**src/rtl/bp_update_queue.sv**
```systemverilog
// In-order queue of predicted branches; emits one registered predictor
// update per resolved branch and drops wrong-path entries.
package bp_update_pkg;
    localparam int unsigned VLEN = 32;

    typedef struct packed {
        logic       valid;
        logic       taken;
        logic [9:0] gindex;
        logic [7:0] lindex;
    } bp_metadata_t;

    typedef struct packed {
        logic            valid;
        logic [VLEN-1:0] pc;
        logic            taken;
        bp_metadata_t    metadata;
    } bht_update_t;
endpackage

module bp_update_queue
    import bp_update_pkg::*;
#(
    parameter int unsigned DEPTH = 8
) (
    input  logic                             clk_i,
    input  logic                             rst_ni,
    input  logic                             flush_i,
    input  logic                             debug_mode_i,
    input  logic                             alloc_valid_i,
    output logic                             alloc_ready_o,
    input  logic [VLEN-1:0]                  alloc_pc_i,
    input  logic [$bits(bp_metadata_t)-1:0]  alloc_metadata_i,
    input  logic                             resolve_valid_i,
    input  logic [VLEN-1:0]                  resolve_pc_i,
    input  logic                             resolve_taken_i,
    input  logic                             resolve_mispredict_i,
    output logic [$bits(bht_update_t)-1:0]   bht_update_o,
    output logic [$clog2(DEPTH+1)-1:0]       count_o,
    output logic                             pc_mismatch_o
);
    localparam int unsigned PTR_W = $clog2(DEPTH);
    localparam int unsigned CNT_W = $clog2(DEPTH+1);

    typedef struct packed {
        logic [VLEN-1:0] pc;
        bp_metadata_t    md;
    } entry_t;

    entry_t             mem_q [DEPTH];
    logic [PTR_W-1:0]   head_q, head_d;
    logic [PTR_W-1:0]   tail_q, tail_d;
    logic [CNT_W-1:0]   count_q, count_d;
    bht_update_t        upd_q, upd_d;
    logic               mm_q, mm_d;

    logic   pop, mispred, push;
    entry_t head_e;

    assign head_e        = mem_q[head_q];
    assign alloc_ready_o = (count_q < CNT_W'(DEPTH));
    assign pop           = resolve_valid_i && (count_q != '0);
    assign mispred       = pop && resolve_mispredict_i;
    assign push          = alloc_valid_i && alloc_ready_o && !flush_i && !mispred;

    always_comb begin
        head_d  = head_q + PTR_W'(pop);
        tail_d  = tail_q + PTR_W'(push);
        count_d = count_q + CNT_W'(push) - CNT_W'(pop);
        upd_d       = upd_q;
        upd_d.valid = 1'b0;
        mm_d        = 1'b0;
        if (pop) begin
            upd_d.valid    = !debug_mode_i;
            upd_d.pc       = head_e.pc;
            upd_d.taken    = resolve_taken_i;
            upd_d.metadata = head_e.md;
            mm_d           = (resolve_pc_i != head_e.pc);
        end
        // Everything younger than the mispredicted branch is wrong-path.
        if (mispred) begin
            tail_d  = head_q + PTR_W'(1);
            count_d = '0;
        end
        if (flush_i) begin
            head_d  = '0;
            tail_d  = '0;
            count_d = '0;
        end
    end

    always_ff @(posedge clk_i or negedge rst_ni) begin
        if (!rst_ni) begin
            head_q  <= '0;
            tail_q  <= '0;
            count_q <= '0;
            upd_q   <= '0;
            mm_q    <= 1'b0;
            for (int i = 0; i < int'(DEPTH); i++) mem_q[i] <= '0;
        end else begin
            head_q  <= head_d;
            tail_q  <= tail_d;
            count_q <= count_d;
            upd_q   <= upd_d;
            mm_q    <= mm_d;
            if (push) mem_q[tail_q] <= '{pc: alloc_pc_i,
                                        md: bp_metadata_t'(alloc_metadata_i)};
        end
    end

    assign bht_update_o  = upd_q;
    assign count_o       = count_q;
    assign pc_mismatch_o = mm_q;
endmodule

```
**config.mk**
```make
export PLATFORM = sky130hd
export DESIGN_NAME = bp_update_queue
export DESIGN_NICKNAME = d
export VERILOG_FILES = /design/src/rtl/bp_update_queue.sv
export SDC_FILE = /design/constraint.sdc
export NUM_CORES = 1
export LEC_CHECK = 0
export CORE_UTILIZATION = 35
export CTS_CLUSTER_SIZE = 40
export DETAILED_ROUTE_END_ITERATION = 7
export PLACE_DENSITY_LB_ADDON = 0.08
export SLEW_MARGIN = 20
export SYNTH_ARGS = -nofsm -noshare
export SYNTH_HDL_FRONTEND = slang
export SYNTH_SLANG_ARGS = --single-unit
```
**constraint.sdc**
```tcl
create_clock -name clk_i -period 2.8 [get_ports clk_i]
set_clock_uncertainty 0.15 [all_clocks]
set_input_delay 0.7 -clock clk_i [delete_from_list [all_inputs] [get_ports clk_i]]
set_output_delay 0.7 -clock clk_i [all_outputs]
set_load 0.02 [all_outputs]
```
==> impl_metrics.ini <==
[outcome]
status = finished clean

[routing]
num_vias = 13209
drc = 0
drt_iter0_markers = 581
antenna_left = 0
viasPerCell = 5.12
drt-total-wl_um = 59800
firstDrtPassIters = 4
post_drt_wl_per_cell_um = 23.2

[die]
initial_core_util = 0.356
dieArea_um2 = 62600
ioPinCount = 152
die_x_um = 250
die_y_um = 250
fp-row-count = 90
core_area_um2 = 60600

[critical_path]
arrival_ns = 3.05
worstPathMaxFanout = 4
path_class = flop to flop
r2r_slack_ns = 0.03
cp-end-kind = flop
cp.required_ns = 3.08
start_kind = flop
reg2reg_from = head_q[1]$_DFF_PN0_
crit_start = head_q[1]$_DFF_PN0_

[yosys]
seq_area_frac_synth = 0.559
synth_area_um2 = 21500
synth_top_cell_by_area = dfrtp_1
synthTopCellsByArea = dfrtp_1 (56%), mux2_2 (22%), mux4_2 (7.6%)
syn_nets = 1542
synth_top_area_share = 0.559
synth_cells = 1439
synthArstFlopShare = 1.00
synthTopCellsByCount = dfrtp_1 (481), mux2_2 (422), mux4_2 (73), mux2i_1 (65), nand2_1 (59)
synth.most_common_cell = dfrtp_1
syn_avg_cell_area_um2 = 15.0
synth.distinct_cells = 61
synth_edf_count = 0
ys_ff_latch = 481
yosys_warnings = 0
synth_flop_cell = dfrtp_1

[power_and_ir_drop]
p_total_mw = 27.9
p_leak_nw = 12.8
ir_worst_vdd_mv = 0.482
power.density_nw_per_um2 = 997

[clock_tree]
clockRootBuffer = clkbuf_16
clk_latency_ns = 0.61
htreeDepth = 2
cts_tree = built
path_clk_slew_ns = 0.06
clk_path_buf_depth = 3
numClockSinks = 481
cts_buffers = 55

[flow_run]
maxCapViolations = 0

[placement]
hpwl_um = 38800
placed_area_um2 = 25400
portBuffers = 151
gp_congestion = 0.755

[cells_and_area]
drive_gt1_frac = 0.459
design_area_um2 = 28000
nNetsFinal = 1854
areaGrowthSynthToFinish_pct = 29.8

[timing]
rsz0062_at_grt = yes
fmax_mhz = 362
fin_crit_sh = 0.988
tightest_slew_ns = 0.962
period_needed_ns = 2.77
relSlewSlack = 0.359
hold_slack_ns = 0.327
finalHoldViolCount = 0
drv_slew = 0
setup_viol = 0

[grt]
gr-total-overflow = 0
antenna_found_initial = 6
grt_pass1_wl_um = 91600
grt_pass1_vias = 14296
grt_max_degree = 91
track_usage = 0.194

[hold_path]
holdCritPathClass = flop to flop
worstHoldStart = bht_update_o[10]$_DFFE_PN0N_
-- layout make-up --
cell class | instances | area, um2
antenna | 1 | 2.50
tap | 782 | 978
multi-input combinational | 852 | 9390
clock buffer | 90 | 1660
inverter | 14 | 55.1
timing repair buffer | 347 | 3670
fill | 5427 | 32600
clock inverter | 11 | 155
sequential | 481 | 12000
-- worst paths after layout --
path                                                 to  cells after the start
hold / removal             bht_update_o[10]$_DFFE_PN0N_                      2
setup / recovery                pc_mismatch_o$_DFF_PN0_                     11
setup reg to reg                pc_mismatch_o$_DFF_PN0_                     11
min in group asynchronous  bht_update_o[10]$_DFFE_PN0N_                      2
max in group asynchronous         mem_q[20]$_DFFE_PN0P_                      4
hold reg to reg            bht_update_o[10]$_DFFE_PN0N_                      2
-- report_power, final --
part           internal (mW)  switching (mW)  total, mW
combinational           5.76            4.54       10.3
sequential              9.17            1.15       10.3
clock                   4.38            2.88       7.26
total                   19.3            8.57       27.9
-- worst max-delay path, cell delays in order (launching register included) --
cell and delay, ns:
dfrtp_4 0.52, buf_12 0.15, buf_6 0.12, buf_4 0.13
mux2_2 0.26, nand2_1 0.06, nand4_1 0.22, xnor2_2 0.32
o2111ai_4 0.20, nor4_4 0.21, buf_4 0.18, a31oi_1 0.07
-- state kept, by name, indices dropped and copies added (netlist names) --
register and flops:
head_q 3, tail_q 3, pc_mismatch_o 1, count_o 4
mem_q 416, bht_update_o 54
-- cells by family (layout without fill, tap and decap cells) --
family / Yosys count / after routing / synth area share
XOR/XNOR: 35 / 35 / 0.0142
buffers and inverters: 106 / 462 / 0.0238
adder cells (fa/ha/maj): 11 / 11 / 0.00674
AO/OA/AOI/OAI: 105 / 105 / 0.0321
multiplexers: 575 / 575 / 0.335
other: 0 / 1 / 0
flip-flops: 481 / 481 / 0.559
AND/OR/NAND/NOR: 126 / 126 / 0.0296
-- layer usage --
metal  vias up  part of all wire  wire length, um  track usage
li1       5938                 -                -            -
met1      6962              0.47            28200        0.276
met2       207              0.46            27300        0.301
met3        92             0.048             2890       0.0382
met4        10             0.023             1360       0.0563
met5         -           0.00097               58            0
-- cell usage in the layout, fill, tap and decap left out, drive strengths merged, types with 17 or more instances in the layout --
cell type / count
clkdlybuf4s50: 150
xor2: 21
clkbuf: 94
buf: 192
mux2i: 65
o21ai: 46
dfrtp: 481
nand2: 59
nor2: 17
mux4: 73
mux2: 437
-- metrics by stage --
step	setup WS, ns	TNS [ns]	util	cells
2_1_floorplan	-0.0519	-6.48	-	1439
3_3_place_gp	-0.421	-125.79	0.419	2445
3_5_place_dp	-0.461	-133.78	0.419	2445
4_1_cts	-0.0962	-0.0962	0.454	2564
5_1_grt	-0.0777	-1.42	0.462	2577
6_report	0.0343	0	0.462	2578
-- timing repair --
item / 4_1_cts / 5_1_grt
hold buffers: 1 / 0
cloned: 1 / 5
resized for setup: 28 / 70
hold endpoints to repair: 40 / 0
setup buffers: 16 / 9
endpoints found under the setup margin: 128 / 260
pin swaps: 9 / 17
Note: power is estimated with default switching activity, not from simulation.
